[src/rtl/peak_detect_if.sv]
// Stream bundle for peak_detect: polar FFT bins in, one peak/phase-difference result out.
interface peak_detect_if #(
  parameter int FFT   = 11,
  parameter int WIDTH = 25
);
  logic             sink_valid;
  logic             sink_sop;
  logic             sink_eop;
  logic [WIDTH-1:0] sink_mag;
  logic [15:0]      sink_phase;
  logic             source_valid;
  logic [FFT-1:0]   source_bin;
  logic [23:0]      source_freq;
  logic [WIDTH-1:0] source_mag;
  logic [15:0]      source_phaseA;
  logic [15:0]      source_phaseB;
  logic             source_error;

  modport master (
    output sink_valid, sink_sop, sink_eop, sink_mag, sink_phase,
    input  source_valid, source_bin, source_freq, source_mag,
           source_phaseA, source_phaseB, source_error
  );

  modport slave (
    input  sink_valid, sink_sop, sink_eop, sink_mag, sink_phase,
    output source_valid, source_bin, source_freq, source_mag,
           source_phaseA, source_phaseB, source_error
  );
endinterface

[src/rtl/peak_detect.sv]
// Peak-bin search on antenna 0 with phase capture on antennas 1..NSINK-1 at that bin.
// Optional macro PEAK_THRESHOLD_EN discards runs whose peak is below MIN_MAG.
module peak_detect #(
  parameter int          NSINK   = 3,
  parameter int          FFT     = 11,
  parameter int          WIDTH   = 25,
  parameter int unsigned FS      = 20000000,
  parameter int unsigned MIN_MAG = 1024
) (
  input  logic          clk,
  input  logic          reset,
  peak_detect_if.slave  bus
);

  localparam logic [FFT-1:0]     LAST_BIN  = {FFT{1'b1}};
  localparam logic [FFT-1:0]     HALF_BIN  = FFT'(2 ** (FFT - 1));
  localparam logic [1:0]         LAST_CHAN = 2'(NSINK - 1);
  localparam int                 PW        = FFT + 32;
  localparam logic signed [16:0] PI_Q      = 17'sd25736;
  localparam logic signed [16:0] TWO_PI_Q  = 17'sd51472;

`ifdef PEAK_THRESHOLD_EN
  localparam bit THRESHOLD_EN = 1'b1;
`else
  localparam bit THRESHOLD_EN = 1'b0;
`endif

  typedef enum logic [1:0] {IDLE, SEARCH, CAPTURE, EMIT} state_t;

  state_t           state_q, state_d;
  logic [FFT-1:0]   bin_q, bin_d;
  logic [1:0]       chan_q, chan_d;
  logic [1:0]       skip_q, skip_d;
  logic [WIDTH-1:0] peakMag_q, peakMag_d;
  logic [FFT-1:0]   peakBin_q, peakBin_d;
  logic [15:0]      ph0_q, ph0_d;
  logic [15:0]      ph1_q, ph1_d;
  logic [15:0]      ph2_q, ph2_d;

  logic             valid_q, valid_d;
  logic             err_q, err_d;
  logic [FFT-1:0]   outBin_q, outBin_d;
  logic [23:0]      freq_q, freq_d;
  logic [WIDTH-1:0] mag_q, mag_d;
  logic [15:0]      phA_q, phA_d;
  logic [15:0]      phB_q, phB_d;

  logic             doSearch;
  logic [FFT-1:0]   curBin;

  // Difference of two Q3.13 phases folded back into [-pi, pi].
  function automatic logic [15:0] wrapDiff(input logic [15:0] a, input logic [15:0] b);
    logic signed [16:0] d;
    d = $signed({a[15], a}) - $signed({b[15], b});
    if (d > PI_Q)       d = d - TWO_PI_Q;
    else if (d < -PI_Q) d = d + TWO_PI_Q;
    return 16'(d);
  endfunction

  always_comb begin
    state_d   = state_q;
    bin_d     = bin_q;
    chan_d    = chan_q;
    skip_d    = skip_q;
    peakMag_d = peakMag_q;
    peakBin_d = peakBin_q;
    ph0_d     = ph0_q;
    ph1_d     = ph1_q;
    ph2_d     = ph2_q;
    valid_d   = 1'b0;
    err_d     = 1'b0;
    outBin_d  = outBin_q;
    freq_d    = freq_q;
    mag_d     = mag_q;
    phA_d     = phA_q;
    phB_d     = phB_q;
    doSearch  = 1'b0;
    curBin    = bus.sink_sop ? '0 : bin_q;

    unique case (state_q)
      IDLE: begin
        if (bus.sink_valid) begin
          if (skip_q != 2'd0) begin
            if (bus.sink_eop) skip_d = skip_q - 2'd1;
          end else if (bus.sink_sop) begin
            doSearch = 1'b1;
          end
        end
      end

      SEARCH: begin
        if (bus.sink_valid) begin
          if (bus.sink_sop) err_d = 1'b1;
          doSearch = 1'b1;
        end
      end

      CAPTURE: begin
        if (bus.sink_valid) begin
          if (bus.sink_sop && (bin_q != '0)) begin
            err_d    = 1'b1;
            doSearch = 1'b1;
          end else if (!bus.sink_sop && (bin_q == '0)) begin
            err_d   = 1'b1;
            state_d = IDLE;
          end else begin
            if (curBin == peakBin_q) begin
              if (chan_q == 2'd1) ph1_d = bus.sink_phase;
              else                ph2_d = bus.sink_phase;
            end
            if (bus.sink_eop || (curBin == LAST_BIN)) begin
              bin_d = '0;
              if (bus.sink_eop && (curBin == LAST_BIN)) begin
                if (chan_q == LAST_CHAN) state_d = EMIT;
                else                     chan_d  = chan_q + 2'd1;
              end else begin
                err_d   = 1'b1;
                state_d = IDLE;
              end
            end else begin
              bin_d = curBin + FFT'(1);
            end
          end
        end
      end

      EMIT: begin
        valid_d  = 1'b1;
        outBin_d = peakBin_q;
        mag_d    = peakMag_q;
        freq_d   = 24'((PW'(peakBin_q) * PW'(FS)) >> FFT);
        phA_d    = wrapDiff(ph1_q, ph0_q);
        phB_d    = (NSINK > 2) ? wrapDiff(ph2_q, ph0_q) : 16'd0;
        state_d  = IDLE;
        chan_d   = 2'd0;
        // A new run may begin right behind the last eop; do not drop its sop.
        if (bus.sink_valid && bus.sink_sop) doSearch = 1'b1;
      end

      default: state_d = IDLE;
    endcase

    if (doSearch) begin
      state_d = SEARCH;
      if (bus.sink_sop) begin
        peakMag_d = '0;
        peakBin_d = '0;
        ph0_d     = bus.sink_phase;
        chan_d    = 2'd0;
      end else if ((curBin != '0) && (curBin < HALF_BIN) && (bus.sink_mag > peakMag_q)) begin
        peakMag_d = bus.sink_mag;
        peakBin_d = curBin;
        ph0_d     = bus.sink_phase;
      end
      if (bus.sink_eop || (curBin == LAST_BIN)) begin
        bin_d = '0;
        if (bus.sink_eop && (curBin == LAST_BIN)) begin
          chan_d = 2'd1;
          // Weak peak: silently drop the run and let the capture frames pass.
          if (THRESHOLD_EN && (peakMag_d < WIDTH'(MIN_MAG))) begin
            state_d = IDLE;
            skip_d  = 2'(NSINK - 1);
          end else begin
            state_d = CAPTURE;
          end
        end else begin
          err_d   = 1'b1;
          state_d = IDLE;
        end
      end else begin
        bin_d = curBin + FFT'(1);
      end
    end
  end

  always_ff @(posedge clk or posedge reset) begin
    if (reset) begin
      state_q   <= IDLE;
      bin_q     <= '0;
      chan_q    <= '0;
      skip_q    <= '0;
      peakMag_q <= '0;
      peakBin_q <= '0;
      ph0_q     <= '0;
      ph1_q     <= '0;
      ph2_q     <= '0;
      valid_q   <= 1'b0;
      err_q     <= 1'b0;
      outBin_q  <= '0;
      freq_q    <= '0;
      mag_q     <= '0;
      phA_q     <= '0;
      phB_q     <= '0;
    end else begin
      state_q   <= state_d;
      bin_q     <= bin_d;
      chan_q    <= chan_d;
      skip_q    <= skip_d;
      peakMag_q <= peakMag_d;
      peakBin_q <= peakBin_d;
      ph0_q     <= ph0_d;
      ph1_q     <= ph1_d;
      ph2_q     <= ph2_d;
      valid_q   <= valid_d;
      err_q     <= err_d;
      outBin_q  <= outBin_d;
      freq_q    <= freq_d;
      mag_q     <= mag_d;
      phA_q     <= phA_d;
      phB_q     <= phB_d;
    end
  end

  assign bus.source_valid  = valid_q;
  assign bus.source_error  = err_q;
  assign bus.source_bin    = outBin_q;
  assign bus.source_freq   = freq_q;
  assign bus.source_mag    = mag_q;
  assign bus.source_phaseA = phA_q;
  assign bus.source_phaseB = phB_q;

endmodule

[src/flat_wrapper.sv]
// flat-port wrapper written by rule: the top's interface ports become plain ports
module peak_detect_flat 
#(
  parameter int          NSINK   = 3,
  parameter int          FFT     = 11,
  parameter int          WIDTH   = 25,
  parameter int unsigned FS      = 20000000,
  parameter int unsigned MIN_MAG = 1024
)
  (clk, reset, bus_sink_valid, bus_sink_sop, bus_sink_eop, bus_sink_mag, bus_sink_phase, bus_source_valid, bus_source_bin, bus_source_freq, bus_source_mag, bus_source_phaseA, bus_source_phaseB, bus_source_error);
  peak_detect_if #(.FFT(FFT), .WIDTH(WIDTH)) bus_i ();
  input  logic clk;
  input  logic reset;
  input wire logic [$bits(bus_i.sink_valid)-1:0] bus_sink_valid;
  input wire logic [$bits(bus_i.sink_sop)-1:0] bus_sink_sop;
  input wire logic [$bits(bus_i.sink_eop)-1:0] bus_sink_eop;
  input wire logic [$bits(bus_i.sink_mag)-1:0] bus_sink_mag;
  input wire logic [$bits(bus_i.sink_phase)-1:0] bus_sink_phase;
  output wire logic [$bits(bus_i.source_valid)-1:0] bus_source_valid;
  output wire logic [$bits(bus_i.source_bin)-1:0] bus_source_bin;
  output wire logic [$bits(bus_i.source_freq)-1:0] bus_source_freq;
  output wire logic [$bits(bus_i.source_mag)-1:0] bus_source_mag;
  output wire logic [$bits(bus_i.source_phaseA)-1:0] bus_source_phaseA;
  output wire logic [$bits(bus_i.source_phaseB)-1:0] bus_source_phaseB;
  output wire logic [$bits(bus_i.source_error)-1:0] bus_source_error;
  assign bus_i.sink_valid = bus_sink_valid;
  assign bus_i.sink_sop = bus_sink_sop;
  assign bus_i.sink_eop = bus_sink_eop;
  assign bus_i.sink_mag = bus_sink_mag;
  assign bus_i.sink_phase = bus_sink_phase;
  assign bus_source_valid = bus_i.source_valid;
  assign bus_source_bin = bus_i.source_bin;
  assign bus_source_freq = bus_i.source_freq;
  assign bus_source_mag = bus_i.source_mag;
  assign bus_source_phaseA = bus_i.source_phaseA;
  assign bus_source_phaseB = bus_i.source_phaseB;
  assign bus_source_error = bus_i.source_error;
  peak_detect #(.NSINK(NSINK), .FFT(FFT), .WIDTH(WIDTH), .FS(FS), .MIN_MAG(MIN_MAG)) u_core (.clk(clk), .reset(reset), .bus(bus_i));
endmodule
[config.mk]
export PLATFORM = sky130hd
export DESIGN_NAME = peak_detect_flat
export DESIGN_NICKNAME = d
export VERILOG_FILES = /design/src/rtl/peak_detect_if.sv /design/src/rtl/peak_detect.sv /design/src/flat_wrapper.sv
export SDC_FILE = /design/constraint.sdc
export NUM_CORES = 1
export LEC_CHECK = 0
export BUFFER_PORTS_ARGS = -buffer_cell sky130_fd_sc_hd__clkbuf_2
export CAP_MARGIN = 15
export CORE_UTILIZATION = 45
export DETAILED_ROUTE_END_ITERATION = 12
export PLACE_DENSITY = 0.71
export RECOVER_POWER = 50
export SETUP_SLACK_MARGIN = 0.02
export SYNTH_ARGS = -nofsm -noshare
export SYNTH_HDL_FRONTEND = slang
export SYNTH_SLANG_ARGS = --single-unit
[constraint.sdc]
create_clock -name clk -period 7.8 [get_ports clk]
set_input_delay 0.78 -clock clk [delete_from_list [all_inputs] [get_ports clk]]
set_output_delay 0.78 -clock clk [all_outputs]
set_load 0.05 [all_outputs]
Word level (Yosys, flattened, before mapping)

Index checks and enable logic that the tools add are counted.

Bits of input ports: 46
ROM bits: 0
Bits in latches: 0
Memories: 0
Bits in writable memories: 0
Logic and storage cells: 128
Register bits: 195

Mux-type cells: 57
Divide/modulo/power cells: 0
Reduce and logical (&&, ||, !) cells: 23
Bitwise gates (word level): 3
$lt $le $gt $ge: 6
Shift-type cells: 0
Eq/ne operators: 13
Add/subtract/negate cells: 9
Multipliers: 1

Operators with widths:

| cell                                                                               | count |
|---|---|
| 11-bit 2-to-1 mux                                                                  | 9 |
| 16-bit 2-to-1 mux                                                                  | 6 |
| 25-bit 2-to-1 mux                                                                  | 2 |
| 2-bit 2-to-1 mux                                                                   | 19 |
| 17-bit by 16-bit greater-than comparator with 1-bit output (second input constant) | 2 |
| 17-bit by 16-bit less-than comparator with 1-bit output (second input constant)    | 2 |
| 16-bit by 16-bit subtractor with 17-bit output                                     | 2 |
| 16-bit by 15-bit adder with 16-bit output (second input constant)                  | 2 |
| 16-bit by 15-bit subtractor with 16-bit output (second input constant)             | 2 |
| 11-bit by 17-bit multiplier with 27-bit output (second input constant)             | 1 |
| 25-bit greater-than comparator                                                     | 1 |
| 11-bit nonzero test                                                                | 2 |
| 1-bit 2-to-1 mux                                                                   | 17 |
| 6-bit AND reduction                                                                | 2 |
| 11-bit by 1-bit adder with 11-bit output (second input constant)                   | 1 |
| 11-bit == test                                                                     | 1 |
| 11-bit == test (second input constant)                                             | 1 |
| 11-bit logical NOT                                                                 | 1 |
| 11-bit less-than comparator (second input constant)                                | 1 |
| 2-bit one-hot mux with 2 select lines                                              | 2 |
| 4-bit AND reduction                                                                | 2 |
| 2-bit nonzero test                                                                 | 4 |
| 2-bit == test (second input constant)                                              | 3 |
| 1-bit logical AND                                                                  | 6 |
| other kinds (16)                                                                   | 21 |

Longest topological paths before layout

Word-level depth: 13
Gate-level depth with buffers: 21
Mapped depth without buffers: 21

Worst setup path after synthesis

OpenSTA, ideal clock, no wires.

Path kind: register to register
Start: register u_core.peakBin_q[9]
End: register u_core.freq_q[21] (netlist: u_core.bus.source_freq[21])
Clock period less this slack: 4.918 ns
Path slack: 2.882 ns
Cell stages (with the launch flop): 20
Setup time: 0.095 ns
Arrival time: 4.823 ns
Cells stage by stage: dfrtp_1 inv_1 ha_1 fa_1 inv_1 fa_1 inv_1 fa_1 inv_1 ha_1 ha_1 a21o_1 a21oi_1 nor3b_1 a211oi_1 o211ai_1 a31oi_1 o21a_1 o21a_1 o31ai_1

Cells in the longest elaborated chain, start to end: 1

RTL lines:

| item                                           | RTL line           | RTL |
|---|---|---|
| from (decl)                                    | peak_detect.sv:35  | `logic [FFT-1:0] peakBin_q, peakBin_d;` |
| from (signal assigned)                         | peak_detect.sv:200 | `peakBin_q <= peakBin_d;` |
| 11-bit by 17-bit multiplier with 27-bit output | peak_detect.sv:131 | `freq_d = 24'((PW'(peakBin_q) * PW'(FS)) >> FFT);` |
| to (signal assigned)                           | peak_detect.sv:207 | `freq_q <= freq_d;` |
| to (decl)                                      | peak_detect.sv:43  | `logic [23:0] freq_q, freq_d;` |

No other way between the ends.
A chain may end at the register's enable or synchronous reset.

Worst setup path after layout

Start: register u_core.peakBin_q[9]
End: register u_core.freq_q[23] (netlist: u_core.bus.source_freq[23])

The elaborated chain is that of the path after synthesis.

==> run summary <==
Total grt overflow - 0
Pleak - 8.103 nW
Max Slew Vio Count - 173
GP Congestion - 0.9254
Placed cells - 2071
RSZ-0062 raised after global routing - false
Routed vias - 11.88k
Worst hold stages - 1
Synth-to-layout area growth - 10.59%
Post-synthesis async set-or-reset flop share - 1.000
Antenna Cells - 0
Core area - 0.03262 mm^2
Fill count - 2991
Critical path's slowest cell - dfrtp_1
Power per Cell Area - 449.1 mW/mm^2
Synth Register Bits - 195
Final setup violation count - 0
Cts hold-fix bufs - 0
Yosys Warn Count - 0
Worst reg2reg path startpoint - u_core.peakBin_q[9]$_DFFE_PP0P_
Initial Util - 0.4577
Final non-filler cell total - 2103
Pin count of the biggest net entering global routing - 132
Most common cell on crit path - inv_1
Max-cap violations - 2
Footprint of the multi-input gates - 0.009119 mm^2
WHS Endpoint - u_core.skip_q[0]$_DFFE_PP0P_
FMAX - 179.8 MHz
Max FO, Critical Path - 13
Clock-pin slew on the worst setup and hold paths - 0.08 ns
# rows - 66
Max Root-Sink Buffers - 2
Status - finished, violations left
Worst R2R Path Depth - 19
ANT nets after route - 0
Worst-margin pin slew - 4.971 ns
Synth cell types - 95
Setup TNS - 0 ns
Crit end category - flip-flop
Layout cell share with drive strength beyond 1 - 0.1445
Die Y - 184.1 um
Syn avg cell area - 9.706 um^2
Initial DRC Count - 695
Hold slack - 0.4821 ns
Failing checks - capacitance limit, slew limit
Die W - 184.1 um
Hold Fails Final Rpt - 0
Reg2Reg Setup Slack - 2.24 ns
Clock buffer count from CTS - 17
Drt wl/cell - 17.33 um
Skew-Pair Late Insertion Delay - 0.46 ns
Syn_nets - 1793
Critical Path Start Type - flip-flop
HPWL Detailed - 27.71 mm
Layout Skew - 0.01827 ns
Postcts setup bufs - 0
Via density - 5.650
Slew HR - -2.314
GR Util All Layers - 0.2215
First drt pass iteration count - 5
Seq/Total Area, Yosys - 0.3269
Die area - 0.03391 mm^2
Initial antenna violation count - 0
EDFF count, synth - 0
Post-Syn Area - 0.01493 mm^2
Num ports - 140
PortBufs - 139
H-tree levels - 4
Min-delay src - u_core.skip_q[0]$_DFFE_PP0P_
Worst endpoint required time - 8.15 ns
Storage cell area - 0.004880 mm^2
Prevailing post-synth register cell - dfrtp_1
Post-CTS Resized - 0
Critical-path cell list - inv_1 > ha_1 > fa_1 > inv_1 > fa_1 > inv_1 > fa_1 > inv_1 > ha_1 > ha_1 > a21o_1 > a21oi_1 > nor3b_1 > a211oi_1 > o211ai_1 > a31oi_1 > o211ai_1 > and3_1 > o31ai_1
Kind of critical path - flip-flop to flip-flop
Final nets - 1903
Drc violations - 0
Max IR drop VDD - 0.3029 mV
Tmin final - 5.561 ns
CTS tree - built
CP Data Arrival Time - 5.91 ns
Fin crit share - 0.7130
RR Endpoint - u_core.bus.source_freq[23]$_DFFE_PP0P_
CTS sink cnt - 195
Cell count after synthesis - 1538
Hold Crit Class - flip-flop to flip-flop
Root buffer cell - clkbuf_16
WL final - 36.44 mm
Pwr Total - 0.007415 W
Vias in the first global route - 11.63k
Slowest stage delay, CP - 0.63 ns
First-pass GRT wire length - 59.61 mm
==> placed cells by master (no fill, tap or decap), types with 19 or more instances in the layout <==
cell,synthesis,routed
dfrtp_1,195,195
o21a_1,19,19
o31ai_1,23,23
clkbuf_1,28,78
mux2_2,104,104
a21o_1,31,31
clkbuf_2,0,61
xnor2_1,38,38
nor2_1,82,81
nand3_1,38,38
nor3_1,29,29
o21ai_0,69,69
ha_1,172,172
nand2_1,85,85
a22o_1,35,35
fa_1,37,37
a21oi_1,68,68
inv_1,175,175
==> metal layers <==
| layer | track usage | wire length (um) | vias up |
|---|---|---|---|
| met5 | 0 | 0 | - |
| met4 | 0.06100 | 587 | 0 |
| met3 | 0.05197 | 2311 | 38 |
| met2 | 0.3517 | 16470 | 330 |
| met1 | 0.3008 | 17070 | 5769 |
| li1 | - | - | 5746 |
==> flip-flops by register name, summed over array words and instances, names as in the netlist <==
signal                    cells
u_core.bus.source_mag        25
u_core.peakMag_q             25
u_core.bus.source_freq       24
u_core.bus.source_phaseA     16
u_core.bus.source_phaseB     16
u_core.ph0_q                 16
u_core.ph1_q                 16
u_core.ph2_q                 16
u_core.bin_q                 11
u_core.bus.source_bin        11
u_core.peakBin_q             11
u_core.chan_q                 2
u_core.skip_q                 2
u_core.state_q                2
u_core.bus.source_error       1
u_core.bus.source_valid       1
==> area by class of cell <==
cell class / count / area share
clock buffer: 17 / 0.02577
clock inverter: 15 / 0.01160
inverter: 176 / 0.04002
multi-input combinational: 1108 / 0.5523
sequential: 195 / 0.2956
tap: 442 / 0.03350
timing repair buffer: 150 / 0.04123
==> synth_stat cells, types with 5 or more instances <==
cell type  count  share of area
clkbuf_1      28         0.0070
a21o_1        31          0.016
fa_1          37          0.050
o32ai_1        5         0.0029
a32oi_1        5         0.0029
buf_2         17         0.0057
mux2i_1        5         0.0034
or2_2          5         0.0021
xor2_1        18          0.011
mux2_2       104          0.078
and2_1         9         0.0038
o21a_1        19         0.0096
nor2_1        82          0.021
nand4_1       13         0.0054
a21oi_1       68          0.023
o31ai_1       23          0.012
nand2b_1      12         0.0050
nor3_1        29         0.0097
a221o_1        9         0.0060
o211ai_1      12         0.0060
nand3_1       38          0.013
a31oi_1       18         0.0075
xnor2_1       38          0.022
inv_1        175          0.044
nor2b_1       13         0.0054
buf_1          9         0.0023
o21ai_0       69          0.023
dfrtp_1      195           0.33
a22o_1        35          0.021
o22ai_1        5         0.0021
o21ai_1        6         0.0020
or3_1         13         0.0054
ha_1         172           0.14
nand2_1       85          0.021
a211oi_1      12         0.0060
o311ai_0       5         0.0029
and3_1        14         0.0059
o2111ai_1      7         0.0041
==> worst max path at each step <==
stage / startpoint / slack [ns] / to
6_report: u_core.peakBin_q[9]$_DFFE_PP0P_ / 2.24 / u_core.bus.source_freq[23]$_DFFE_PP0P_
2_1_floorplan: reset / 1.71 / u_core.bin_q[0]$_DFFE_PP0P_
3_5_place_dp: u_core.peakBin_q[9]$_DFFE_PP0P_ / 2.30 / u_core.bus.source_freq[23]$_DFFE_PP0P_
4_1_cts: u_core.peakBin_q[9]$_DFFE_PP0P_ / 2.26 / u_core.bus.source_freq[23]$_DFFE_PP0P_
3_3_place_gp: u_core.peakBin_q[9]$_DFFE_PP0P_ / 2.46 / u_core.bus.source_freq[23]$_DFFE_PP0P_
5_1_grt: reset / 1.57 / u_core.bus.source_freq[17]$_DFFE_PP0P_
==> cells by family (layout without fill, tap and decap cells) <==
group	after synthesis	count (layout)	synth area share
compound gates	387	387	0.1844
simple gates	346	346	0.1167
buf+inv	235	358	0.06253
fa+ha+maj	209	209	0.1938
flops	195	195	0.3269
mux	109	109	0.08180
xor+xnor	57	57	0.03395
==> power breakdown <==
part           switching (W)  total (W)  leakage [nW]  internal (W)
Sequential          0.000231    0.00158          2.56       0.00135
Combinational        0.00327    0.00489          5.24       0.00162
Clock               0.000452   0.000941         0.300      0.000488
Total                0.00396    0.00741          8.10       0.00346
==> critical path: cells and delay by family (launching register included) <==
family | cells | cell delay, ns
DFF | 1 | 0.63
adders and majority gates | 6 | 2.55
buffers and inverters | 4 | 0.27
AOI/OAI and AO/OA | 7 | 1.64
and+or+nand+nor | 2 | 0.35
==> per-stage QoR <==
step / area, um^2 / util / setup slack [ns]
6_report: 16510 / 0.5061 / 2.239
5_1_grt: 16510 / 0.5061 / 1.570
4_1_cts: 16630 / 0.5097 / 2.261
3_5_place_dp: 16010 / 0.4908 / 2.300
3_3_place_gp: 16010 / 0.4908 / 2.455
2_1_floorplan: 14930 / - / 1.708
Note: power is estimated with default switching activity, not from simulation.
